<file path="src/rtl/comment_strip_pkg.sv">
// Shared types and byte constants for the comment stripper.
package comment_strip_pkg;

  typedef enum logic [2:0] {
    ST_CODE,
    ST_SLASH,
    ST_LINE_CMT,
    ST_BLOCK_CMT,
    ST_BLOCK_STAR,
    ST_STRING,
    ST_STR_ESC
  } state_t;

  localparam logic [7:0] SLASH  = 8'h2F;
  localparam logic [7:0] STAR   = 8'h2A;
  localparam logic [7:0] NL     = 8'h0A;
  localparam logic [7:0] QUOTE  = 8'h22;
  localparam logic [7:0] BSLASH = 8'h5C;
  localparam logic [7:0] SPACE  = 8'h20;

  localparam logic [15:0] COUNT_MAX = 16'hFFFF;

  // True when the byte following a '/' opens a comment.
  function automatic logic opens_comment(input logic [7:0] b);
    return (b == SLASH) || (b == STAR);
  endfunction

endpackage

</file>
<file path="src/rtl/comment_strip_outreg.sv">
// Single-entry output register: holds {data, last} until the consumer takes it.
module comment_strip_outreg (
  input  logic       clk,
  input  logic       reset,
  input  logic       i_load,
  input  logic [7:0] i_data,
  input  logic       i_last,
  input  logic       i_ready,
  output logic       o_valid,
  output logic [7:0] o_data,
  output logic       o_last,
  output logic       o_can_load
);

  logic       r_valid;
  logic [7:0] r_data;
  logic       r_last;

  // Slot is free when empty or being drained this cycle.
  assign o_can_load = !r_valid || i_ready;

  // Load a new entry, or clear the slot once the consumer takes it.
  always_ff @(posedge clk or posedge reset) begin
    if (reset) begin
      r_valid <= 1'b0;
      r_data  <= 8'h00;
      r_last  <= 1'b0;
    end else if (i_load) begin
      r_valid <= 1'b1;
      r_data  <= i_data;
      r_last  <= i_last;
    end else if (i_ready) begin
      r_valid <= 1'b0;
    end
  end

  assign o_valid = r_valid;
  assign o_data  = r_data;
  assign o_last  = r_last;

endmodule

</file>
<file path="src/rtl/comment_strip.sv">
// Byte-stream comment remover: drops // and /* */ comments, keeps newlines
// and string literals intact.
//
// state         | meaning
// ST_CODE       | plain source text
// ST_SLASH      | a '/' is held, waiting to see if it opens a comment
// ST_LINE_CMT   | inside a // comment, until newline
// ST_BLOCK_CMT  | inside a /* */ comment
// ST_BLOCK_STAR | inside a block comment, last byte was '*'
// ST_STRING     | inside a string literal
// ST_STR_ESC    | byte after a backslash inside a string
module comment_strip
  import comment_strip_pkg::*;
(
  input  logic        clk,
  input  logic        reset,
  input  logic        in_valid,
  output logic        in_ready,
  input  logic [7:0]  in_data,
  input  logic        in_last,
  output logic        out_valid,
  input  logic        out_ready,
  output logic [7:0]  out_data,
  output logic        out_last,
  output logic        err_unterminated,
  output logic [15:0] comment_count
);

  state_t      r_state;
  state_t      w_next;
  logic [15:0] r_count;
  logic        w_can_load;
  logic        w_in_ready;
  logic        w_load;
  logic        w_emit;
  logic [7:0]  w_emit_data;
  logic        w_emit_last;
  logic        w_cnt_inc;
  logic        w_err;

  // Next state, output load and counter/error strobes.
  always_comb begin
    w_next      = r_state;
    w_in_ready  = w_can_load && !reset;
    w_load      = 1'b0;
    w_emit      = 1'b0;
    w_emit_data = in_data;
    w_emit_last = 1'b0;
    w_cnt_inc   = 1'b0;
    w_err       = 1'b0;

    if (r_state == ST_SLASH && in_valid && !opens_comment(in_data)) begin
      // Held '/' was plain text: flush it without consuming the current byte.
      w_in_ready = 1'b0;
      if (w_can_load && !reset) begin
        w_load      = 1'b1;
        w_emit_data = SLASH;
        w_next      = ST_CODE;
      end
    end else if (in_valid && w_in_ready) begin
      case (r_state)
        ST_CODE: begin
          if (in_data == SLASH && !in_last) begin
            w_next = ST_SLASH;
          end else begin
            w_emit = 1'b1;
            if (in_data == QUOTE) w_next = ST_STRING;
          end
        end
        ST_SLASH: begin
          w_cnt_inc = 1'b1;
          w_next    = (in_data == SLASH) ? ST_LINE_CMT : ST_BLOCK_CMT;
        end
        ST_LINE_CMT: begin
          if (in_data == NL) begin
            w_emit = 1'b1;
            w_next = ST_CODE;
          end
        end
        ST_BLOCK_CMT: begin
          if (in_data == NL) w_emit = 1'b1;
          else if (in_data == STAR) w_next = ST_BLOCK_STAR;
        end
        ST_BLOCK_STAR: begin
          if (in_data == SLASH) begin
            w_emit      = 1'b1;
            w_emit_data = SPACE;
            w_next      = ST_CODE;
          end else if (in_data == NL) begin
            w_emit = 1'b1;
            w_next = ST_BLOCK_CMT;
          end else if (in_data != STAR) begin
            w_next = ST_BLOCK_CMT;
          end
        end
        ST_STRING: begin
          w_emit = 1'b1;
          if (in_data == BSLASH) w_next = ST_STR_ESC;
          else if (in_data == QUOTE) w_next = ST_CODE;
        end
        ST_STR_ESC: begin
          w_emit = 1'b1;
          w_next = ST_STRING;
        end
        default: w_next = ST_CODE;
      endcase

      if (in_last) begin
        // Frame end always yields one output byte so the frame boundary survives.
        w_next      = ST_CODE;
        w_load      = 1'b1;
        w_emit_last = 1'b1;
        if (!w_emit) w_emit_data = SPACE;
        case (r_state)
          ST_BLOCK_CMT:  w_err = 1'b1;
          ST_BLOCK_STAR: w_err = (in_data != SLASH);
          ST_STRING:     w_err = (in_data != QUOTE);
          ST_STR_ESC:    w_err = 1'b1;
          default:       w_err = 1'b0;
        endcase
      end else begin
        w_load = w_emit;
      end
    end
  end

  // State register.
  always_ff @(posedge clk or posedge reset) begin
    if (reset) r_state <= ST_CODE;
    else       r_state <= w_next;
  end

  // Saturating count of comments opened.
  always_ff @(posedge clk or posedge reset) begin
    if (reset)                               r_count <= 16'h0000;
    else if (w_cnt_inc && r_count != COUNT_MAX) r_count <= r_count + 16'd1;
  end

  comment_strip_outreg u_outreg (
    .clk        (clk),
    .reset      (reset),
    .i_load     (w_load),
    .i_data     (w_emit_data),
    .i_last     (w_emit_last),
    .i_ready    (out_ready),
    .o_valid    (out_valid),
    .o_data     (out_data),
    .o_last     (out_last),
    .o_can_load (w_can_load)
  );

  assign in_ready         = w_in_ready;
  assign err_unterminated = w_err;
  assign comment_count    = r_count;

endmodule

</file>
<file path="config.mk">
export PLATFORM = sky130hd
export DESIGN_NAME = comment_strip
export DESIGN_NICKNAME = d
export VERILOG_FILES = /design/src/rtl/comment_strip_pkg.sv /design/src/rtl/comment_strip_outreg.sv /design/src/rtl/comment_strip.sv
export SDC_FILE = /design/constraint.sdc
export NUM_CORES = 1
export LEC_CHECK = 0
export ABC_AREA = 1
export CAP_MARGIN = 10
export CORE_ASPECT_RATIO = 1.4
export CORE_MARGIN = 2
export CORE_UTILIZATION = 40
export DETAILED_ROUTE_END_ITERATION = 7
export PLACE_DENSITY_LB_ADDON = 0.12
export SLEW_MARGIN = 15
export SYNTH_ARGS = -nofsm -noshare
export SYNTH_HDL_FRONTEND = slang
export SYNTH_HIERARCHICAL = 1
export SYNTH_SLANG_ARGS = --single-unit
</file>
<file path="constraint.sdc">
create_clock -name clk -period 2.11 [get_ports clk]
set_input_delay 0.3165 -clock clk [delete_from_list [all_inputs] [get_ports clk]]
set_output_delay 0.3165 -clock clk [all_outputs]
set_load 0.03 [all_outputs]
</file>
==> run summary, run 1 <==
CTS tree - done
clock sinks - 29
Syn Area/Cell - 7.02 um2
post-DR wirelength/cell - 11.2 um
P_leak - 1.38 nW
worst path buffer plus inverter count - 5
fin nets - 382
share of layout cells above drive strength 1 - 22.5%
drt initial violations - 38
Worst Tran Pin Value - 492 ps
antenna cells - 0
register area share after synthesis - 35.2%
Cell Chain, Critical Path - clkdlybuf4s50_1 -> inv_2 -> nand2_2 -> nor2_4 -> nand2_2 -> nand3_4 -> buf_4 -> nand3_1 -> inv_1 -> buf_4
FILL cells - 485
critical path's slowest cell - clkdlybuf4s50_1
Distinct cells, synth - 28
Max Cap Viol - 0
Total GRT Usage - 18.6%
Final Power - 3.31 mW
CTS clk-pin slew, worst paths - 70 ps
vias in the first global route - 1994
Vias per Instance - 4.73
Yosys top cell by area - dfrtp_1
top cell type's share of synthesized area - 35.2%
Final Slew Violations - 0
Crit Path Max Fanout - 5
Storage cell area - 728 um2
Setup Skew - 4.72 ps
CP top delay family - buffers and inverters
die area - 5760 um2
final wirelength - 4870 um
Max Fclk - 0.500 GHz
largest net degree at the start of global routing - 21
Final setup viols - 0
Reg2Reg Setup Slack - 260 ps
htree depth - 2
effective utilization at floorplan - 42.0%
Mapped Area - 2060 um2
core area - 4920 um2
Compound-Gate Fraction of Synth Area - 6.61%
first-pass GRT wire length - 8410 um
Critical Path Start Type - primary input
GP Congestion - 0.853
post-synthesis mux area share - 0%
Fin Hold WS - 348 ps
post-route cell area - 2910 um2
post-synthesis adder-cell area fraction - 0.606%
Setup Crit Path Kind - primary input to output port
largest cells by area after synthesis - dfrtp_1 35%, nand2_1 18%, inv_1 6.4%
VDD IR max - 0.918 mV
fin crit share - 94.9%
cts bufs inserted - 5
outcome - complete, no violations
critical path arrival - 1690 ps
antenna violations before repair - 0
Slew headroom - 66.9%
Crit. End Element - output port
post-route ant nets - 0
TritonRoute pass-1 iters - 4
endpoints failing hold - 0
site row count - 30
cell area after placement - 2730 um2
max incr delay on CP - 430 ps
detailed placement HPWL - 3940 um
Simple-Gate Fraction of Synth Area - 42.2%
Mapped Nets - 308
Tmin final - 2000 ps
Die Ht - 89.0 um
HP Class - primary input to async pin
Post-Synth XOR/XNOR Area - 5.94%
via count - 2046
area of the multi-input gates - 1170 um2
Die X - 64.7 um
largest family of logic cells by synthesized area - simple AND/OR/NAND/NOR gates
Req. time, crit path - 1790 ps
drt drc - 0
Port Buffer Count - 40
cell count after synthesis - 294
Setup TNS Final - 0 ps
Synth warnings - 6
synth-to-layout area growth - 40.9%
I/O pin count - 41
Yosys reg bits - 29
grt total ovfl - 0
Skew-Pair Late Insertion Delay - 280 ps
PwrDens - 1140 nW/um2
Max clock buf depth - 2
Clock Tree Root - clkbuf_8
==> sequential cells by signal, summed over array words and instances, names as in the netlist <==
register	count
u_outreg/o_valid	1
comment_count	16
u_outreg/o_data	8
r_state	3
u_outreg/o_last	1
==> per-stage QoR <==
| stage | utilization, % | instances | setup WS, ps |
|---|---|---|---|
| after CTS | 57.9 | 429 | 19.9 |
| final | 59.2 | 433 | 108 |
| after global placement | 55.4 | 421 | -42.0 |
| after floorplan | - | 294 | 33.0 |
| after global routing | 59.2 | 433 | -5.30 |
| after detailed placement | 55.4 | 421 | -64.3 |
==> metal layers <==
layer	wire length [um]	up-vias	GRT usage [%]	share of wire (%)
li1	-	1067	-	-
met1	1870	941	19.4	38
met2	2790	32	36.7	57
met3	122	6	3.02	2.5
met4	84	0	7.35	1.7
met5	0	-	0	0
==> cell families (layout without fill, tap and decap cells) <==
family                     count (synthesis)  in the layout
adders and majority gates                  1              1
and+or+nand+nor                          185            185
buffers and inverters                     43            118
AOI/OAI and AO/OA                         22             22
DFF                                       29             29
xor gates and xnor gates                  14             14
==> power breakdown <==
group	switching, mW	total [mW]	internal, mW
clock	0.221	0.605	0.384
sequential	0.201	0.967	0.766
combinational	1.01	1.73	0.720
==> final cells by class <==
| class | count | share of cell area [%] |
|---|---|---|
| Sequential cell | 29 | 25.0 |
| Clock inverter | 2 | 1.29 |
| Tap cell | 64 | 2.75 |
| Clock buffer | 6 | 2.84 |
| Inverter | 38 | 4.90 |
| Multi-Input combinational cell | 222 | 40.1 |
| Timing Repair Buffer | 72 | 23.1 |
==> path summary, 6_finish.rpt <==
| kind | from | endpoint | cells after the start |
|---|---|---|---|
| min | reset | u_outreg/o_data[7] | 2 |
| max reg2reg | r_state[1] | u_outreg/o_data[7] | 12 |
| max | in_data[6] | in_ready | 10 |
| max in group asynchronous | reset | r_state[2] | 3 |
| min reg2reg | u_outreg/o_data[1] | u_outreg/o_data[1] | 2 |
| min in group clk | u_outreg/o_data[1] | u_outreg/o_data[1] | 2 |
==> worst register-to-register path: cells and delay by family, from the launching register on <==
| family | cells | cell delay [ps] |
|---|---|---|
| AND/OR/NAND/NOR | 8 | 690 |
| buffers and inverters | 3 | 410 |
| flip-flops | 1 | 450 |
| AO/OA/AOI/OAI | 1 | 250 |
==> synthesized netlist by cell type, drive strengths merged <==
master	count
xor2	8
nor3b	1
nand3	20
o21ai	16
nand3b	1
a21oi	6
nor3	14
nand4	5
buf	5
inv	38
xnor2	6
ha	1
nor2	36
nor4	2
nand2	106
dfrtp	29
==> cell usage in the layout, fill, tap and decap left out, types with 2 or more instances in the layout <==
cell and count:
a21oi_1 5, nand2_2 8, inv_2 8, buf_12 2
nand3_1 18, o21ai_2 7, dfrtp_2 2, inv_1 30
o21ai_0 4, xor2_1 8, nor3_2 2, nor3_1 12
nor2_1 27, nor2_2 3, o21ai_1 5, nand4_1 5
nand2_1 97, nand3_4 2, clkdlybuf4s50_1 34, buf_4 32
dlymetal6s2s_1 4, xnor2_1 6, clkbuf_8 6, nor2_4 5
dfrtp_1 27
==> timing repair <==
item                                    in CTS  in global routing
gates resized for setup                      0                 17
endpoints found under the setup margin       0                 10
buffers inserted                             0                  4
hold buffers                                 0                  0
No activity file was read; power rests on OpenSTA's default activity.
==> run 2, diff against run 1 <==
ABC_AREA = default   (was 1)
SLEW_MARGIN = 25   (was 15)
==> run 2 against run 1 <==
Against the previous run:
- final area rose by 3.4%
- sequential power fell by 22%
- hold slack improved by 140 ps
- worst setup slack got worse by 82 ps
- sequential share of layout area fell by 0.87 points
- cell count fell by 18%
- non-clock buffer count rose by 22
- flip-flop and latch count did not move
- via count fell by 6.5%
- first-iteration DRC count rose by 120%
- largest power group unchanged
==> run summary, run 2 <==
Setup TNS Final - 0 ps (unchanged)
largest net degree at the start of global routing - 20 (-4.8%)
most common cell after layout, fill and taps aside - buf_4
Max Fclk - 0.480 GHz (-3.9%)
cts bufs inserted - 5 (unchanged)
worst reg2reg path startpoint - r_state[1]
Die Ht - 87.6 um (-1.6%)
Yosys top cell by area - dfrtp_1
Distinct cells, synth - 54 (+93%)
Simple-Gate Fraction of Synth Area - 29.8% (-12 points)
ys async rst share - 100% (unchanged)
reg2reg end - u_outreg/o_data[3]
Cell Chain, Critical Path - clkdlybuf4s50_1 -> nand2b_4 -> and3b_2 -> nand2_2 -> nor2_2 -> buf_4 -> and2_1 -> buf_6
Critical Path Start Type - primary input
Hold-fix buffers, CTS - 0 (unchanged)
cell count after synthesis - 196 (-33%)
first-pass GRT wire length - 8470 um (+0.65%)
CTS tree - done
Slew headroom - 53.5% (-13 points)
synth-to-layout area growth - 50.8%
Tmin final - 2080 ps (+81.5 ps)
antenna violations before repair - 0 (unchanged)
Yosys reg bits - 29 (unchanged)
clock sinks - 29 (unchanged)
max incr delay on CP - 470 ps (+40 ps)
Skew-Pair Late Insertion Delay - 290 ps (about the same)
Syn Area/Cell - 10.2 um2 (+45%)
register area share after synthesis - 36.4% (+1.2 points)
Gate power share - 46.9% (-5.6 points)
most frequent cells in the layout - 52 x buf_4, 30 x clkdlybuf4s50_1, 28 x dfrtp_1, 21 x nand2_1
I/O pin count - 41 (unchanged)
drt initial violations - 83 (+120%)
largest family of logic cells by synthesized area - simple AND/OR/NAND/NOR gates
Max Cap Viol - 0 (unchanged)
grt total ovfl - 0 (unchanged)
switching share of power - 34.8% (-8.7 points)
Post-Synth XOR/XNOR Area - 6.14% (+0.20 points)
P_leak - 1.29 nW (-6.6%)
site row count - 30 (unchanged)
Req. time, crit path - 1790 ps (about the same)
largest cells by area after synthesis - dfrtp_1 36%, mux2_4 6.8%, xnor2_1 4.8%
Max clock buf depth - 2 (unchanged)
Mapped Area - 2000 um2 (-3.3%)
Clock Tree Root - clkbuf_8
Total GRT Usage - 19.9% (+1.3 points)
VDD IR max - 0.681 mV (-26%)
P_sw - 895 uW (-38%)
CTS clk-pin slew, worst paths - 70 ps (about the same)
detailed placement HPWL - 3940 um (about the same)
Worst Tran Pin Value - 691 ps (+199 ps)
post-route ant nets - 0 (unchanged)
die area - 5580 um2 (-3.2%)
Placement Setup Slack - -461 ps (-396 ps)
post-DR wirelength/cell - 15.4 um (+37%)
Worst R2R Path Depth - 7 (-5)
GP Congestion - 0.868 (+1.8%)
Main synth FF type - dfrtp_1
critical path's slowest cell - clkdlybuf4s50_1
htree depth - 2 (unchanged)
fin nets - 303 (-21%)
Crit Path Max Fanout - 3 (-2)
HP Class - register to register
fin crit share - 98.7% (+3.9 points)
Port Buffer Count - 40 (unchanged)
TritonRoute pass-1 iters - 4 (unchanged)
antenna cells - 0 (unchanged)
number of synthesized flops with an enable pin - 0 (unchanged)
endpoints failing hold - 0 (unchanged)
top cell type's share of synthesized area - 36.4% (+1.2 points)
core area - 4840 um2 (-1.5%)
Mapped Nets - 210 (-32%)
Hold Startpoint - comment_count[5]
max reg flops - 16 (unchanged)
Final setup viols - 0 (unchanged)
synth cell count leaders - 29 x dfrtp_1, 22 x nand2_1, 12 x nor2_1, 11 x nand4_1, 11 x xnor2_1
Hold EP - comment_count[5]
Final Slew Violations - 0 (unchanged)
most numerous cell in the Yosys netlist - dfrtp_1
vias in the first global route - 1802 (-9.6%)
critical path arrival - 1770 ps (+80 ps)
via count - 1913 (-6.5%)
Die X - 63.7 um (-1.6%)
drt drc - 0 (unchanged)
Vias per Instance - 5.40 (+14%)
Compound-Gate Fraction of Synth Area - 11.0% (+4.4 points)
Setup Crit Path Kind - primary input to output port
final wirelength - 5460 um (+12%)
Crit. End Element - output port
Reg2Reg Setup Slack - 70 ps (-190 ps)
hold path depth - 1
Synth warnings - 6 (unchanged)
outcome - complete, no violations
internal power - 1.68 mW (-10%)
post-route setup slack - 26.5 ps (-81.5 ps)
Flop pwr share - 29.3% (about the same)
PwrDens - 855 nW/um2 (-25%)
post-synthesis mux area share - 10.5% (+10 points)
share of layout cells above drive strength 1 - 35.9% (+13 points)
Setup Skew - 9.63 ps (+4.90 ps)
post-synthesis adder-cell area fraction - 0.627% (+0.021 points)
Clock power frac - 23.8% (+5.5 points)
effective utilization at floorplan - 41.2% (-0.77 points)
## run 2: kinds of logic after synthesis
| kind of cell | count (synthesis) |
|---|---|
| and+or+nand+nor | 98 |
| muxes | 16 |
| AOI/OAI and AO/OA | 26 |
| adders and majority gates | 1 |
| buffers and inverters | 12 |
| DFF | 29 |
| xor gates and xnor gates | 14 |
## run 2: power by group through the flow
stage	registers, mW	clock network, mW	logic (mW)
after floorplan	0.905	0	0.554
after global placement	0.755	0	1.09
after CTS	0.748	0.622	1.12
final	0.753	0.612	1.21
after detailed placement	0.753	0	1.10
after global routing	0.768	0.643	1.28
## run 2: per-stage QoR
step           utilization [%]  std cells  power (mW)  hold WS (ps)  cell area, um2
3_5_place_dp              56.2        338        1.85           491            2720
6_report                  62.1        354        2.57           492            3010
2_1_floorplan                -        196        1.46           157            2000
5_1_grt                   62.1        354        2.69           511            3010
4_1_cts                   59.5        350        2.49           500            2880
3_3_place_gp              56.2        338        1.85           485            2720
## run 2: critical path, delay by kind of cell
kind | cells | cell delay [ps]
and+or+nand+nor | 5 | 690
buffers and inverters | 3 | 750
## run 2: cell type report
class                           count  area [um2]
Clock buffer                        7        86.3
Fill cell                         407        1830
Inverter                            4        15.0
Sequential cell                    29         727
Clock inverter                      1        30.0
Multi-Input combinational cell    155        1260
Tap cell                           64        80.1
Timing Repair Buffer               94         807
## run 2: routing by layer
metal	vias to the layer above	global-route usage (%)	wire [um]
met5	-	0	0
met4	0	9.29	124
met3	11	3.34	231
met2	59	37.9	3050
met1	937	21.2	2060
li1	906	-	-
## run 2: worst max path at each step
| stage | to | from | slack, ps |
|---|---|---|---|
| floorplan | comment_count[1] | comment_count[0] | 70 |
| global placement | u_outreg/o_last | in_data[4] | -450 |
| detailed placement | u_outreg/o_data[4] | in_data[4] | -460 |
| CTS | err_unterminated | out_ready | -8 |
| global route | u_outreg/o_data[7] | out_ready | -30 |
| finish | err_unterminated | out_ready | 30 |
## run 2: timing repair
item                       in CTS  in global routing
buffers inserted                4                  3
setup endpoints to repair      16                 17
gates cloned                    0                  1
pin swaps                       4                 11
gates resized for setup        13                 27
